`src/rtl/cache_refill_engine_if.sv`:
```
// Bundle of the miss/fill handshake and the single-beat memory port of cache_refill_engine.
// master = cache/memory side, slave = the refill engine.
interface cache_refill_engine_if #(
   parameter int ADDR_W    = 32,
   parameter int LINE_BITS = 128
);
   logic                 miss_valid;
   logic                 miss_ready;
   logic [ADDR_W-1:0]    miss_addr;
   logic [ADDR_W-1:0]    miss_victim_addr;
   logic                 miss_dirty;
   logic [LINE_BITS-1:0] miss_wbdata;
   logic                 fill_valid;
   logic [ADDR_W-1:0]    fill_addr;
   logic [LINE_BITS-1:0] fill_data;
   logic                 busy;
   logic                 mem_req;
   logic                 mem_we;
   logic [ADDR_W-1:0]    mem_addr;
   logic [31:0]          mem_wdata;
   logic [31:0]          mem_rdata;
   logic                 mem_ack;

   modport master (
      output miss_valid, miss_addr, miss_victim_addr, miss_dirty, miss_wbdata, mem_rdata, mem_ack,
      input  miss_ready, fill_valid, fill_addr, fill_data, busy, mem_req, mem_we, mem_addr, mem_wdata
   );

   modport slave (
      input  miss_valid, miss_addr, miss_victim_addr, miss_dirty, miss_wbdata, mem_rdata, mem_ack,
      output miss_ready, fill_valid, fill_addr, fill_data, busy, mem_req, mem_we, mem_addr, mem_wdata
   );
endinterface

```
`src/rtl/cache_refill_engine.sv`:
```
// Cache miss refill engine: optional dirty-victim write-back, then a 4-beat line fetch returned as a one-cycle fill.
// Define CACHE_REFILL_CWF_EN for critical-word-first read ordering.
module cache_refill_engine #(
   parameter int ADDR_W     = 32,
   parameter int LINE_BYTES = 16,
   parameter int LINE_BITS  = LINE_BYTES * 8
) (
   input logic                  clk,
   input logic                  rst,
   cache_refill_engine_if.slave bus
);
   typedef enum logic [1:0] {S_IDLE, S_WB, S_RD, S_DONE} state_t;

   state_t               r_state;
   logic [1:0]           r_beat;
   logic [1:0]           r_w0;
   logic [ADDR_W-1:0]    r_line_base;
   logic [ADDR_W-1:0]    r_vic_base;
   logic [LINE_BITS-1:0] r_wbdata;
   logic [LINE_BITS-1:0] r_buf;
   logic                 r_mem_req;
   logic                 r_mem_we;
   logic [ADDR_W-1:0]    r_mem_addr;
   logic [31:0]          r_mem_wdata;
   logic                 r_fill_valid;
   logic [ADDR_W-1:0]    r_fill_addr;
   logic [LINE_BITS-1:0] r_fill_data;

   logic [ADDR_W-1:0]    w_line_base;
   logic [ADDR_W-1:0]    w_vic_base;
   logic [1:0]           w_beat_inc;
   logic [1:0]           w_w0;
   logic                 w_rd_last;
   logic [LINE_BITS-1:0] w_buf_upd;

   function automatic logic [ADDR_W-1:0] beat_off(input logic [1:0] b);
      beat_off      = '0;
      beat_off[3:2] = b;
   endfunction

   assign w_line_base = bus.miss_addr        & ~ADDR_W'(LINE_BYTES - 1);
   assign w_vic_base  = bus.miss_victim_addr & ~ADDR_W'(LINE_BYTES - 1);
   assign w_beat_inc  = r_beat + 2'd1;

`ifdef CACHE_REFILL_CWF_EN
   assign w_w0 = bus.miss_addr[3:2];
`else
   assign w_w0 = 2'b00;
`endif

   // The read burst wraps back to its starting word, so the last beat is the one before r_w0.
   assign w_rd_last = (w_beat_inc == r_w0);

   always_comb begin
      w_buf_upd                          = r_buf;
      w_buf_upd[int'(r_beat)*32 +: 32]   = bus.mem_rdata;
   end

   always_ff @(posedge clk) begin
      if (!rst) begin
         r_state      <= S_IDLE;
         r_beat       <= '0;
         r_w0         <= '0;
         r_line_base  <= '0;
         r_vic_base   <= '0;
         r_wbdata     <= '0;
         r_buf        <= '0;
         r_mem_req    <= 1'b0;
         r_mem_we     <= 1'b0;
         r_mem_addr   <= '0;
         r_mem_wdata  <= '0;
         r_fill_valid <= 1'b0;
         r_fill_addr  <= '0;
         r_fill_data  <= '0;
      end else begin
         r_fill_valid <= 1'b0;
         case (r_state)
            S_IDLE: begin
               if (bus.miss_valid) begin
                  r_line_base <= w_line_base;
                  r_vic_base  <= w_vic_base;
                  r_wbdata    <= bus.miss_wbdata;
                  r_w0        <= w_w0;
                  r_mem_req   <= 1'b1;
                  if (bus.miss_dirty) begin
                     r_state     <= S_WB;
                     r_beat      <= 2'd0;
                     r_mem_we    <= 1'b1;
                     r_mem_addr  <= w_vic_base;
                     r_mem_wdata <= bus.miss_wbdata[31:0];
                  end else begin
                     r_state     <= S_RD;
                     r_beat      <= w_w0;
                     r_mem_we    <= 1'b0;
                     r_mem_addr  <= w_line_base + beat_off(w_w0);
                     r_mem_wdata <= '0;
                  end
               end
            end
            S_WB: begin
               if (bus.mem_ack) begin
                  if (r_beat == 2'd3) begin
                     r_state     <= S_RD;
                     r_beat      <= r_w0;
                     r_mem_we    <= 1'b0;
                     r_mem_addr  <= r_line_base + beat_off(r_w0);
                     r_mem_wdata <= '0;
                  end else begin
                     r_beat      <= w_beat_inc;
                     r_mem_addr  <= r_vic_base + beat_off(w_beat_inc);
                     r_mem_wdata <= r_wbdata[int'(w_beat_inc)*32 +: 32];
                  end
               end
            end
            S_RD: begin
               if (bus.mem_ack) begin
                  r_buf <= w_buf_upd;
                  if (w_rd_last) begin
                     // The fill carries the merged buffer so the final beat is included.
                     r_state      <= S_DONE;
                     r_beat       <= 2'd0;
                     r_mem_req    <= 1'b0;
                     r_fill_valid <= 1'b1;
                     r_fill_addr  <= r_line_base;
                     r_fill_data  <= w_buf_upd;
                  end else begin
                     r_beat     <= w_beat_inc;
                     r_mem_addr <= r_line_base + beat_off(w_beat_inc);
                  end
               end
            end
            S_DONE:  r_state <= S_IDLE;
            default: r_state <= S_IDLE;
         endcase
      end
   end

   assign bus.miss_ready = rst && (r_state == S_IDLE);
   assign bus.busy       = (r_state != S_IDLE);
   assign bus.mem_req    = r_mem_req;
   assign bus.mem_we     = r_mem_we;
   assign bus.mem_addr   = r_mem_addr;
   assign bus.mem_wdata  = r_mem_wdata;
   assign bus.fill_valid = r_fill_valid;
   assign bus.fill_addr  = r_fill_addr;
   assign bus.fill_data  = r_fill_data;
endmodule
```
`src/flat_wrapper.sv`:
```
// flat-port wrapper written by rule: the top's interface ports become plain ports
module cache_refill_engine_flat 
#(
   parameter int ADDR_W     = 32,
   parameter int LINE_BYTES = 16,
   parameter int LINE_BITS  = LINE_BYTES * 8
)
  (clk, rst, bus_miss_valid, bus_miss_addr, bus_miss_victim_addr, bus_miss_dirty, bus_miss_wbdata, bus_mem_rdata, bus_mem_ack, bus_miss_ready, bus_fill_valid, bus_fill_addr, bus_fill_data, bus_busy, bus_mem_req, bus_mem_we, bus_mem_addr, bus_mem_wdata);
  cache_refill_engine_if #(.ADDR_W(ADDR_W), .LINE_BITS(LINE_BITS)) bus_i ();
  input logic clk;
  input logic rst;
  input wire logic [$bits(bus_i.miss_valid)-1:0] bus_miss_valid;
  input wire logic [$bits(bus_i.miss_addr)-1:0] bus_miss_addr;
  input wire logic [$bits(bus_i.miss_victim_addr)-1:0] bus_miss_victim_addr;
  input wire logic [$bits(bus_i.miss_dirty)-1:0] bus_miss_dirty;
  input wire logic [$bits(bus_i.miss_wbdata)-1:0] bus_miss_wbdata;
  input wire logic [$bits(bus_i.mem_rdata)-1:0] bus_mem_rdata;
  input wire logic [$bits(bus_i.mem_ack)-1:0] bus_mem_ack;
  output wire logic [$bits(bus_i.miss_ready)-1:0] bus_miss_ready;
  output wire logic [$bits(bus_i.fill_valid)-1:0] bus_fill_valid;
  output wire logic [$bits(bus_i.fill_addr)-1:0] bus_fill_addr;
  output wire logic [$bits(bus_i.fill_data)-1:0] bus_fill_data;
  output wire logic [$bits(bus_i.busy)-1:0] bus_busy;
  output wire logic [$bits(bus_i.mem_req)-1:0] bus_mem_req;
  output wire logic [$bits(bus_i.mem_we)-1:0] bus_mem_we;
  output wire logic [$bits(bus_i.mem_addr)-1:0] bus_mem_addr;
  output wire logic [$bits(bus_i.mem_wdata)-1:0] bus_mem_wdata;
  assign bus_i.miss_valid = bus_miss_valid;
  assign bus_i.miss_addr = bus_miss_addr;
  assign bus_i.miss_victim_addr = bus_miss_victim_addr;
  assign bus_i.miss_dirty = bus_miss_dirty;
  assign bus_i.miss_wbdata = bus_miss_wbdata;
  assign bus_i.mem_rdata = bus_mem_rdata;
  assign bus_i.mem_ack = bus_mem_ack;
  assign bus_miss_ready = bus_i.miss_ready;
  assign bus_fill_valid = bus_i.fill_valid;
  assign bus_fill_addr = bus_i.fill_addr;
  assign bus_fill_data = bus_i.fill_data;
  assign bus_busy = bus_i.busy;
  assign bus_mem_req = bus_i.mem_req;
  assign bus_mem_we = bus_i.mem_we;
  assign bus_mem_addr = bus_i.mem_addr;
  assign bus_mem_wdata = bus_i.mem_wdata;
  cache_refill_engine #(.ADDR_W(ADDR_W), .LINE_BYTES(LINE_BYTES), .LINE_BITS(LINE_BITS)) u_core (.clk(clk), .rst(rst), .bus(bus_i));
endmodule
```
`config.mk`:
```
export PLATFORM = sky130hd
export DESIGN_NAME = cache_refill_engine_flat
export DESIGN_NICKNAME = d
export VERILOG_FILES = /design/src/rtl/cache_refill_engine_if.sv /design/src/rtl/cache_refill_engine.sv /design/src/flat_wrapper.sv
export SDC_FILE = /design/constraint.sdc
export NUM_CORES = 1
export LEC_CHECK = 0
export CORE_ASPECT_RATIO = 1.25
export CORE_MARGIN = 3
export CORE_UTILIZATION = 40
export CTS_CLUSTER_SIZE = 14
export DETAILED_ROUTE_END_ITERATION = 8
export PLACE_DENSITY_LB_ADDON = 0.25
export SLEW_MARGIN = 20
export SYNTH_ARGS = -nofsm -noshare
export SYNTH_HDL_FRONTEND = slang
export SYNTH_SLANG_ARGS = --single-unit
```
`constraint.sdc`:
```
create_clock -name clk -period 2.55 [get_ports clk]
set_input_delay 0.765 -clock clk [delete_from_list [all_inputs] [get_ports clk]]
set_output_delay 0.765 -clock clk [all_outputs]
set_load 0.01 [all_outputs]
```
# Word-level counts from Yosys, hierarchy flattened
# Index checks and enable logic that the tools add are counted.
# Widths: inputs -> output; s select.
# word_totals
regBits,539
in_bits,229
output_inout_bits,229
# classes
addsub,4
eq_ne,10
n_shift,3
muxes,36
n_reduce_logical,17
# ops
operator,count
$mux 32,10
$bwmux 128,1
$shift 32x33->128 const A,1
$shiftx 128x8->32,1
$shiftx 32x33->128,1
$pmux 32 s3,1
$add 32x4->32,2
$pmux 32 s2,1
$neg 7->33,1
$mux 2,11
$reduce_and 4->1,3
$reduce_and 5->1,2
$reduce_and 3->1,3
$mux 1,8
$ne 2x2->1 const B,4
$pmux 2 s4,1
$eq 2x2->1 const B,3
$pmux 2 s3,1
$reduce_bool 2->1,3
$logic_not 2->1,2
$ne 2x1->1 const B,2
$pmux 1 s2,2
$reduce_and 2->1,2
$reduce_bool 3->1,1
other kinds (3),3

# Logic depth before layout (Yosys ltp)
# Gate-level depths: netlist (run 1).
# depth
ltp_word,5
depth_mapped,11
mapped_depth_nobuf,6

# Least setup slack after synthesis (run 1)
# OpenSTA, ideal clock, no wires.
# synth_path
kind,input to output
start,input port rst
end,output port bus_miss_ready
arrival_time_ns,1.510
required_ns,1.785
slack_ns,0.275
cell_stages,4
path_buffers,2
cell_sequence,inv_1 -> clkbuf_1 -> buf_1 -> nor2_1
# synth_via
elab_chain_len,1
# synth_lines
element,line,text
from (decl),flat_wrapper.sv:11,input logic rst;
$logic_and 1x1->1,cache_refill_engine.sv:138,assign bus.miss_ready = rst && (r_state == S_IDLE);
to (decl),flat_wrapper.sv:19,output wire logic [$bits(bus_i.miss_ready)-1:0] bus_miss_ready;
# No other way between the ends.

# Final worst setup path (run 1)
# layout_path
start,register u_core.r_state[1]
end,output port bus_miss_ready
# layout_via
elab_chain_len,2
# layout_lines
element,line,text
from (decl),cache_refill_engine.sv:14,state_t r_state;
from (signal assigned),cache_refill_engine.sv:61,r_state <= S_IDLE;
from (signal assigned),cache_refill_engine.sv:86,r_state <= S_WB;
from (signal assigned),cache_refill_engine.sv:92,r_state <= S_RD;
$logic_not 2->1,cache_refill_engine.sv:138,
$logic_and 1x1->1,cache_refill_engine.sv:138,
# No other way between the ends.

==> flow_metrics.py, run 1 <==
metrics = {
    "status": {
        "status": "finished, final reports clean",
    },
    "worst_setup_path": {
        "crit_top_cell": "inv_1",
        "cp.arrival_ps": 1700,
        "path_max_fanout": 5,
        "startpoint_type": "register",
        "reg2reg_depth": 7,
        "r2r_start": "u_core.r_beat[0]",
        "crit_chain": "inv_1 > ha_1 > inv_1 > nor2_1 > clkdlybuf4s15_2",
        "crit_path_top_delay_cell": "dfxtp_1",
        "worstSetupEndpointType": "output pin",
        "crit_type": "reg -> out",
        "rrSetupSlack_ps": 240,
        "worstPathRequired_ps": 1790,
        "critPathMaxStageDelay_ps": 410,
        "r2r_end": "u_core.r_buf[7]",
        "critPathLaunch": "u_core.r_state[1]",
    },
    "timing": {
        "slew_headroom": 0.387,
        "max_slew.worst_pin.slew_ps": 919,
        "timing.final.ws_setup_ps": 83.0,
        "fin_crit_sh": 0.967,
        "setup_viol": 0,
        "holdWs_ps": 449,
        "rsz0062_at_grt": "no",
        "slew_viol_final": 0,
        "hold_violations": 0,
        "fmax_mhz": 405,
        "clock_skew_ps": 10.6,
        "period_needed_ps": 2470,
    },
    "die": {
        "dieArea_um2": 53700,
        "start_util": 0.409,
        "core_um2": 49900,
        "ios": 458,
        "die_height_um": 258,
        "die_x_um": 208,
        "rows": 91,
    },
    "worst_hold_path": {
        "min_from": "u_core.r_wbdata[22]",
        "worst_hold_path.num_cells": 2,
        "hold_end": "u_core.r_wbdata[22]",
        "min_path_type": "reg -> reg",
    },
    "clock_tree": {
        "cts_tree": "built",
        "numCtsBuffers": 51,
        "numClockSinks": 505,
        "clock_latency_ps": 590,
        "htree_levels": 2,
        "clockBufferDepth": 3,
        "clk_pin_slew_ps": 60,
        "postCtsSetupRepairBufs": 0,
        "cts_root_buffer": "clkbuf_16",
    },
    "power_and_ir_drop": {
        "cellLeakagePower_nw": 9.93,
        "sw_frac_of_total": 0.332,
        "seq_power_share": 0.377,
        "p_sw_w": 0.00836,
        "clock_power_share": 0.303,
        "p_comb_frac": 0.320,
        "p_per_area_nw_per_um2": 922,
        "power.internal_w": 0.0168,
        "ir_worst_vdd_mv": 0.998,
    },
    "global_routing": {
        "grt_util_met3": 0.0573,
        "globalRouteOverflowTotal": 0,
        "antenna_found_initial": 11,
        "grtUsageMet2": 0.412,
        "grt_first_pass_wirelength_mm": 105,
        "top_usage_layer": "met2",
        "grt_max_degree": 151,
        "gr-usage-all-layers": 0.241,
        "met1_usage": 0.293,
        "grt_pass1_vias": 18825,
    },
    "drt": {
        "vias": 19099,
        "viasPerCell": 5.56,
        "drc": 0,
        "wire_per_inst_um": 19.7,
        "antenna_left": 0,
        "dr.pass1.iters": 5,
        "routed_wl_mm": 67.8,
        "drt-initial-drc-count": 1377,
    },
    "synthesis": {
        "async_reset_ff_frac": 0,
        "synth_most_common_cell": "nand2_1",
        "synth_area_leaders": "dfxtp_1 50%, nand2_1 10%, a21oi_1 6.9%",
        "avgSynthCellArea_um2": 8.51,
        "ys.flop_type": "dfxtp_1",
        "yosysUniqueCellTypes": 41,
        "synth_edf_count": 0,
        "yosysSeqAreaShare": 0.496,
        "synthTopCellsByCount": "552 x nand2_1, 505 x dfxtp_1, 282 x a21oi_1",
        "synth_largest_area_cell": "dfxtp_1",
        "syn_area_um2": 20400,
        "yosys.area.top_type_share": 0.496,
        "synth-seq-cells": 505,
        "ys_warn_count": 0,
        "synthCells": 2395,
    },
    "placed_design": {
        "placed_cells": 3331,
        "portBuffers": 443,
        "place_area_um2": 25600,
        "dp_slack_ps": -14.0,
        "hpwlAfterDp_mm": 44.6,
        "gp_congestion": 0.855,
    },
    "final_layout": {
        "fin_nets": 2974,
        "area.growth.synth_to_final_pct": 34.1,
        "drive_above_1_share": 0.0844,
        "fin_area_um2": 27300,
        "fillers": 4553,
        "layout.cells.non_filler": 3435,
    },
    "flow_run": {
        "drv_cap": 0,
    },
}
## per-stage QoR
step / power (W) / TNS, ps / utilization
final: 0.0252 / 0 / 0.548
after global routing: 0.0264 / 0 / 0.548
after global placement: 0.0175 / 0 / 0.513
after floorplan: 0.0142 / 0 / -
after CTS: 0.0253 / 0 / 0.547
after detailed placement: 0.0177 / -66.9 / 0.513
## power groups by stage
| stage | combinational, W | sequential, W | clock [W] |
|---|---|---|---|
| after floorplan | 0.00452 | 0.00965 | 0 |
| after global placement | 0.00787 | 0.00961 | 0 |
| after detailed placement | 0.00802 | 0.00965 | 0 |
| after CTS | 0.00807 | 0.00950 | 0.00777 |
| after global routing | 0.00872 | 0.00960 | 0.00807 |
| final | 0.00805 | 0.00950 | 0.00763 |
## worst max-delay path: cells and delay by family, from the launching register on
family | cells | cell delay [ps]
buffers and inverters | 3 | 450
flip-flops | 1 | 410
adder cells (fa/ha/maj) | 1 | 210
AND/OR/NAND/NOR | 1 | 50
## timing repair
action                                  CTS  global route
hold buffers                              0             0
endpoints found under the setup margin    2            43
resized for setup                         5             4
## cells in the final DEF, fill, tap and decap left out, drive strengths merged, types with 71 or more instances in the layout
cell type / instances
nand2: 553
dfxtp: 505
clkdlybuf4s50: 439
a21oi: 282
nor2: 201
a22oi: 124
o21ai: 97
a221oi: 96
clkbuf: 76
buf: 71
## layer usage
metal,share of wire,wire length [um]
met5,0.00019,13
met4,0.036,2470
met3,0.086,5830
met2,0.49,33200
met1,0.39,26300
## registers in the layout, summed over array words and instances (netlist names)
register,cells
u_core.bus.fill_valid,1
u_core.r_state,2
u_core.r_buf,96
u_core.bus.mem_wdata,32
u_core.r_vic_base,28
u_core.bus.mem_req,1
u_core.r_line_base,28
u_core.r_beat,2
u_core.bus.mem_addr,30
u_core.bus.fill_addr,28
u_core.bus.fill_data,128
u_core.bus.mem_we,1
u_core.r_wbdata,128
## area by class of cell
type	instances	area, um^2	area share
clock inverter	18	218	0.00797
multi-input combinational	1654	9330	0.341
inverter	9	45.0	0.00165
tap	651	815	0.0298
timing repair buffer	512	5290	0.194
clock buffer	75	1490	0.0544
sequential	505	10100	0.370
antenna	11	27.5	0.00101
## cell families after synthesis
logic type / count (synthesis) / share of synthesized area
compound gates: 669 / 0.205
buf+inv: 241 / 0.0506
flops: 505 / 0.496
fa+ha+maj: 12 / 0.00737
simple gates: 875 / 0.174
other cells: 1 / 0.000184
mux: 92 / 0.0665
## worst max path at each step
stage,end,slack (ps),depth (start not counted)
CTS,bus_busy,30,4
detailed placement,u_core.r_buf[87],-10,7
global placement,u_core.r_buf[89],40,7
finish,bus_miss_ready,80,5
global route,bus_miss_ready,2,5
floorplan,bus_miss_ready,280,4
Power figures use the tool's default switching activity.
==> run 2: changes to the inputs <==
CORE_UTILIZATION = 43   (was 40)
CTS_CLUSTER_SIZE = 25   (was 14)
==> run 2 against run 1 <==
Fmax rose by 1.1%. First-iteration DRC count rose by 3.3%. Critical path depth fell by 1. Via count barely moved. Global-route usage rose by 1.1 points. Power fell by 2.7%. Cell area fell by 0.71%. Largest cell class unchanged. Critical endpoint is now bus_busy. Worst setup slack improved by 28 ps. Worst hold slack improved by 3.7 ps.
==> flow_metrics.py, run 2 (same netlist as run 1, synthesis figures left out) <==
metrics = {
    "status": {
        "status": "finished, final reports clean",
    },
    "drt": {
        "antenna_left": 0,
        "dr.pass1.iters": 5,
        "vias": 19102,
        "viasPerCell": 5.62,
        "drt-initial-drc-count": 1422,
        "wire_per_inst_um": 19.6,
        "drc": 0,
        "routed_wl_mm": 66.7,
    },
    "worst_setup_path": {
        "cp.arrival_ps": 1670,
        "critPathMaxStageDelay_ps": 360,
        "crit_top_cell": "inv_1",
        "path_max_fanout": 4,
        "startpoint_type": "register",
        "worstSetupEndpointType": "output pin",
        "crit_type": "reg -> out",
        "crit_path_top_delay_cell": "dfxtp_2",
        "worstPathRequired_ps": 1790,
        "crit_chain": "inv_1 > ha_1 > inv_1 > dlygate4sd2_1",
    },
    "timing": {
        "clock_skew_ps": 17.7,
        "setup_viol": 0,
        "max_slew.worst_pin.slew_ps": 829,
        "rsz0062_at_grt": "no",
        "slew_headroom": 0.447,
        "hold_violations": 0,
        "holdWs_ps": 452,
        "tns_ps": 0,
        "slew_viol_final": 0,
        "period_needed_ps": 2440,
        "timing.final.ws_setup_ps": 111,
        "fmax_mhz": 410,
        "fin_crit_sh": 0.957,
    },
    "die": {
        "ios": 458,
        "start_util": 0.439,
        "die_height_um": 249,
        "rows": 88,
        "dieArea_um2": 50100,
        "core_um2": 46500,
        "die_x_um": 201,
    },
    "final_layout": {
        "area.growth.synth_to_final_pct": 33.1,
        "drive_above_1_share": 0.0817,
        "fin_area_um2": 27100,
        "layout.cells.non_filler": 3397,
        "mostFrequentLayoutCell": "nand2_1",
        "final_cell_mix": "551 x nand2_1, 502 x dfxtp_1, 439 x clkdlybuf4s50_1",
        "fin_nets": 2974,
    },
    "global_routing": {
        "gr-usage-all-layers": 0.251,
        "globalRouteOverflowTotal": 0,
        "grt_max_degree": 261,
        "grt_pass1_vias": 18608,
        "grt_first_pass_wirelength_mm": 102,
        "antenna_found_initial": 6,
    },
    "clock_tree": {
        "cts-hold-fix-buffers": 0,
        "cts_root_buffer": "clkbuf_16",
        "cts_tree": "built",
        "clock_latency_ps": 580,
        "numCtsBuffers": 49,
        "clk_pin_slew_ps": 60,
        "clockBufferDepth": 3,
        "htree_levels": 2,
        "numClockSinks": 505,
    },
    "placed_design": {
        "place_area_um2": 25600,
        "hpwlAfterDp_mm": 44.1,
        "placed_cells": 3311,
        "portBuffers": 443,
        "dp_slack_ps": -30.5,
        "gp_congestion": 0.891,
    },
    "power_and_ir_drop": {
        "sw_frac_of_total": 0.333,
        "seq_power_share": 0.387,
        "p_per_area_nw_per_um2": 903,
        "clock_power_share": 0.291,
        "ir_worst_vdd_mv": 0.715,
        "p_sw_w": 0.00815,
        "cellLeakagePower_nw": 9.88,
        "power.internal_w": 0.0164,
        "p_comb_frac": 0.322,
    },
    "flow_run": {
        "drv_cap": 0,
    },
    "worst_hold_path": {
        "min_path_type": "reg -> reg",
    },
}
==> run 2: cell types whose count changed in the layout (fill, tap and decap cells not counted), sizes merged, moves of 2 or more <==
cell	previous run	this run
buf	71	73
diode	11	2
clkinvlp	3	0
clkbuf	76	72
clkinv	11	7
inv	9	11
==> run 2: power groups by stage <==
stage / clock network [W] / registers [W] / logic, W
finish: 0.00713 / 0.00949 / 0.00789
floorplan: 0 / 0.00965 / 0.00452
detailed placement: 0 / 0.00963 / 0.00787
global route: 0.00754 / 0.00958 / 0.00854
CTS: 0.00725 / 0.00948 / 0.00790
global placement: 0 / 0.00959 / 0.00772
==> run 2: cell type report <==
type / instances / area, um^2
clock buffers: 71 / 1400
inverters: 9 / 41.3
clock inverters: 12 / 146
fillers: 4083 / 19300
multi-input cells: 1654 / 9330
well taps: 630 / 788
flip-flops and latches: 505 / 10100
repair buffers: 514 / 5310
diodes: 2 / 5.00
==> run 2: path summary, 6_finish.rpt <==
path	from	endpoint	slack [ps]	depth (start not counted)
setup / recovery	u_core.r_state[0]	bus_busy	110	4
hold / removal	u_core.r_wbdata[75]	u_core.r_wbdata[75]	450	2
hold reg to reg	u_core.r_wbdata[75]	u_core.r_wbdata[75]	450	2
setup reg to reg	u_core.r_beat[1]	u_core.r_buf[21]	210	7
==> run 2: repair_timing <==
| action | CTS | global route |
|---|---|---|
| resized for setup | 4 | 2 |
| buffers inserted | 0 | 0 |
| setup endpoints to repair | 2 | 1 |
==> run 2: metal layers <==
layer	up-vias	global-route usage	part of all wire
met4	4	0.0970	0.037
met2	784	0.435	0.49
met5	-	0	0.00041
met1	9182	0.302	0.39
met3	145	0.0604	0.080
li1	8987	-	-
==> run 2: through the flow <==
step,power (W),utilization
2_1_floorplan,0.0142,-
6_report,0.0245,0.584
3_5_place_dp,0.0175,0.550
4_1_cts,0.0246,0.583
5_1_grt,0.0257,0.584
3_3_place_gp,0.0173,0.550
==> run 2: worst max-delay path, delay by kind of cell, from the launching register on <==
family / cells / cell delay, ps
flip-flops: 1 / 360
buffers and inverters: 3 / 530
adder cells (fa/ha/maj): 1 / 220
==> run 3: changes to the inputs <==
--- a/config.mk
+++ b/config.mk
@@ -7,9 +7,10 @@
 export LEC_CHECK = 0
 export CORE_ASPECT_RATIO = 1.25
-export CORE_MARGIN = 3
+export CORE_MARGIN = 8
 export CORE_UTILIZATION = 43
 export CTS_CLUSTER_SIZE = 25
 export DETAILED_ROUTE_END_ITERATION = 8
 export PLACE_DENSITY_LB_ADDON = 0.25
+export REMOVE_ABC_BUFFERS = 1
 export SLEW_MARGIN = 20
 export SYNTH_ARGS = -nofsm -noshare
==> constraint.sdc (replaced) <==
create_clock -name clk -period 2.55 [get_ports clk]
set_input_delay 0.765 -clock clk [delete_from_list [all_inputs] [get_ports clk]]
set_output_delay 0.765 -clock clk [all_outputs]
set_load 0.05 [all_outputs]
==> run 3 against run 2 <==
Die area up 9.2%. Worst setup slack worse by 79 ps. Worst hold slack worse by 1.4 ps. Largest cell class unchanged. Largest power group unchanged.
==> flow_metrics.py, run 3 (same netlist as run 1, synthesis figures left out) <==
metrics = {
    "clock_tree": {
        "clockBufferDepth": 3,
        "clk_pin_slew_ps": 60,
        "cts_root_buffer": "clkbuf_16",
        "clock_latency_ps": 580,
        "numCtsBuffers": 50,
        "cts-hold-fix-buffers": 0,
        "numClockSinks": 505,
        "cts_tree": "built",
        "postCtsSetupRepairBufs": 0,
        "htree_levels": 2,
    },
    "drt": {
        "drc": 0,
        "drt-met1-wl_mm": 27.2,
        "dr.max_layer_used": "met5",
        "wl_met2_mm": 33.5,
        "wl_met3_mm": 5.24,
        "routed_wl_mm": 68.0,
        "wire_per_inst_um": 19.9,
        "viasPerCell": 5.53,
        "dr.pass1.iters": 6,
        "vias": 18875,
        "drt-initial-drc-count": 1201,
        "antenna_left": 0,
    },
    "worst_setup_path": {
        "startpoint_type": "register",
        "crit_chain": "clkdlybuf4s50_1",
        "worst-path-buf-inv": 1,
        "path_max_fanout": 2,
        "crit_path_top_delay_cell": "clkdlybuf4s50_1",
        "crit_type": "reg -> out",
        "critPathMaxStageDelay_ps": 820,
        "worstSetupEndpointType": "output pin",
        "worstPathRequired_ps": 1790,
        "critical-path-top-delay-family": "buffers and inverters",
        "cp.arrival_ps": 1750,
    },
    "timing": {
        "setup_viol": 0,
        "period_needed_ps": 2520,
        "clock_skew_ps": 7.97,
        "slew_viol_final": 0,
        "tns_ps": 0,
        "fmax_mhz": 397,
        "max_slew.worst_pin.slew_ps": 702,
        "slew_headroom": 0.532,
        "fin_crit_sh": 0.987,
        "holdWs_ps": 451,
        "hold_violations": 0,
    },
    "status": {
        "status": "finished, final reports clean",
    },
    "power_and_ir_drop": {
        "ir_worst_vdd_mv": 0.842,
        "cellLeakagePower_nw": 11.4,
        "p_per_area_nw_per_um2": 962,
    },
    "die": {
        "start_util": 0.434,
        "ios": 458,
        "core_um2": 47000,
        "rows": 89,
        "dieArea_um2": 54700,
        "die_x_um": 211,
        "die_height_um": 259,
    },
    "placed_design": {
        "placed_cells": 3318,
        "place_area_um2": 25600,
        "gp_congestion": 0.812,
        "hpwlAfterDp_mm": 44.4,
        "portBuffers": 443,
    },
    "global_routing": {
        "globalRouteOverflowTotal": 0,
        "grt_max_degree": 157,
        "grt_pass1_vias": 18801,
        "grt_first_pass_wirelength_mm": 105,
        "antenna_found_initial": 6,
        "gr-usage-all-layers": 0.237,
    },
    "worst_hold_path": {
        "min_path_type": "reg -> reg",
    },
    "final_layout": {
        "final_cell_mix": "551 x nand2_1, 504 x dfxtp_1, 281 x a21oi_1",
        "area.growth.synth_to_final_pct": 34.3,
        "mostFrequentLayoutCell": "nand2_1",
        "fillers": 4197,
        "drive_above_1_share": 0.0877,
        "fin_util": 0.583,
        "layout.cells.non_filler": 3412,
        "fin_nets": 2974,
        "fin_area_um2": 27400,
    },
    "flow_run": {
        "drv_cap": 0,
    },
}
run 3: where the power goes:
group	switching (W)	total [W]	internal (W)
clock	0.00310	0.00779	0.00469
sequential	0.000597	0.00949	0.00889
combinational	0.00580	0.00906	0.00326
run 3: final cells by class:
cell class / count / area, um^2 / area share
inverters: 9 / 45.0 / 0.00165
clock inverters: 14 / 203 / 0.00740
repair buffers: 513 / 5290 / 0.193
clock buffers: 76 / 1550 / 0.0567
well taps: 637 / 797 / 0.0291
diodes: 4 / 10.0 / 0.000366
multi-input cells: 1654 / 9360 / 0.342
flip-flops and latches: 505 / 10100 / 0.369
run 3: final timing paths:
kind	startpoint	endpoint	slack, ps	cells past startpoint
max reg2reg	u_core.r_beat[0]	u_core.bus.mem_addr[8]	290	7
min	u_core.bus.fill_data[100]	u_core.bus.fill_data[100]	450	2
min reg2reg	u_core.bus.fill_data[100]	u_core.bus.fill_data[100]	450	2
max	u_core.bus.mem_addr[23]	bus_mem_addr[23]	30	1
run 3: routing by layer:
metal | global-route usage | vias to the layer above
met1 | 0.282 | 9080
met4 | 0.0913 | 2
met5 | 0 | -
met3 | 0.0582 | 118
li1 | - | 8988
met2 | 0.407 | 687
run 3: per-stage QoR:
stage                     power (W)  setup WS [ps]
after floorplan              0.0152          -6680
after global placement       0.0187           4.57
after detailed placement     0.0189          -57.2
after CTS                    0.0265          -5.90
after global routing         0.0276          -2.01
final                        0.0263           32.1
run 3: timing repair:
item                                    CTS  global route
gates cloned                              0             0
gates resized for setup                 113            54
endpoints found under the setup margin  111            52
hold endpoints to repair                  0             0
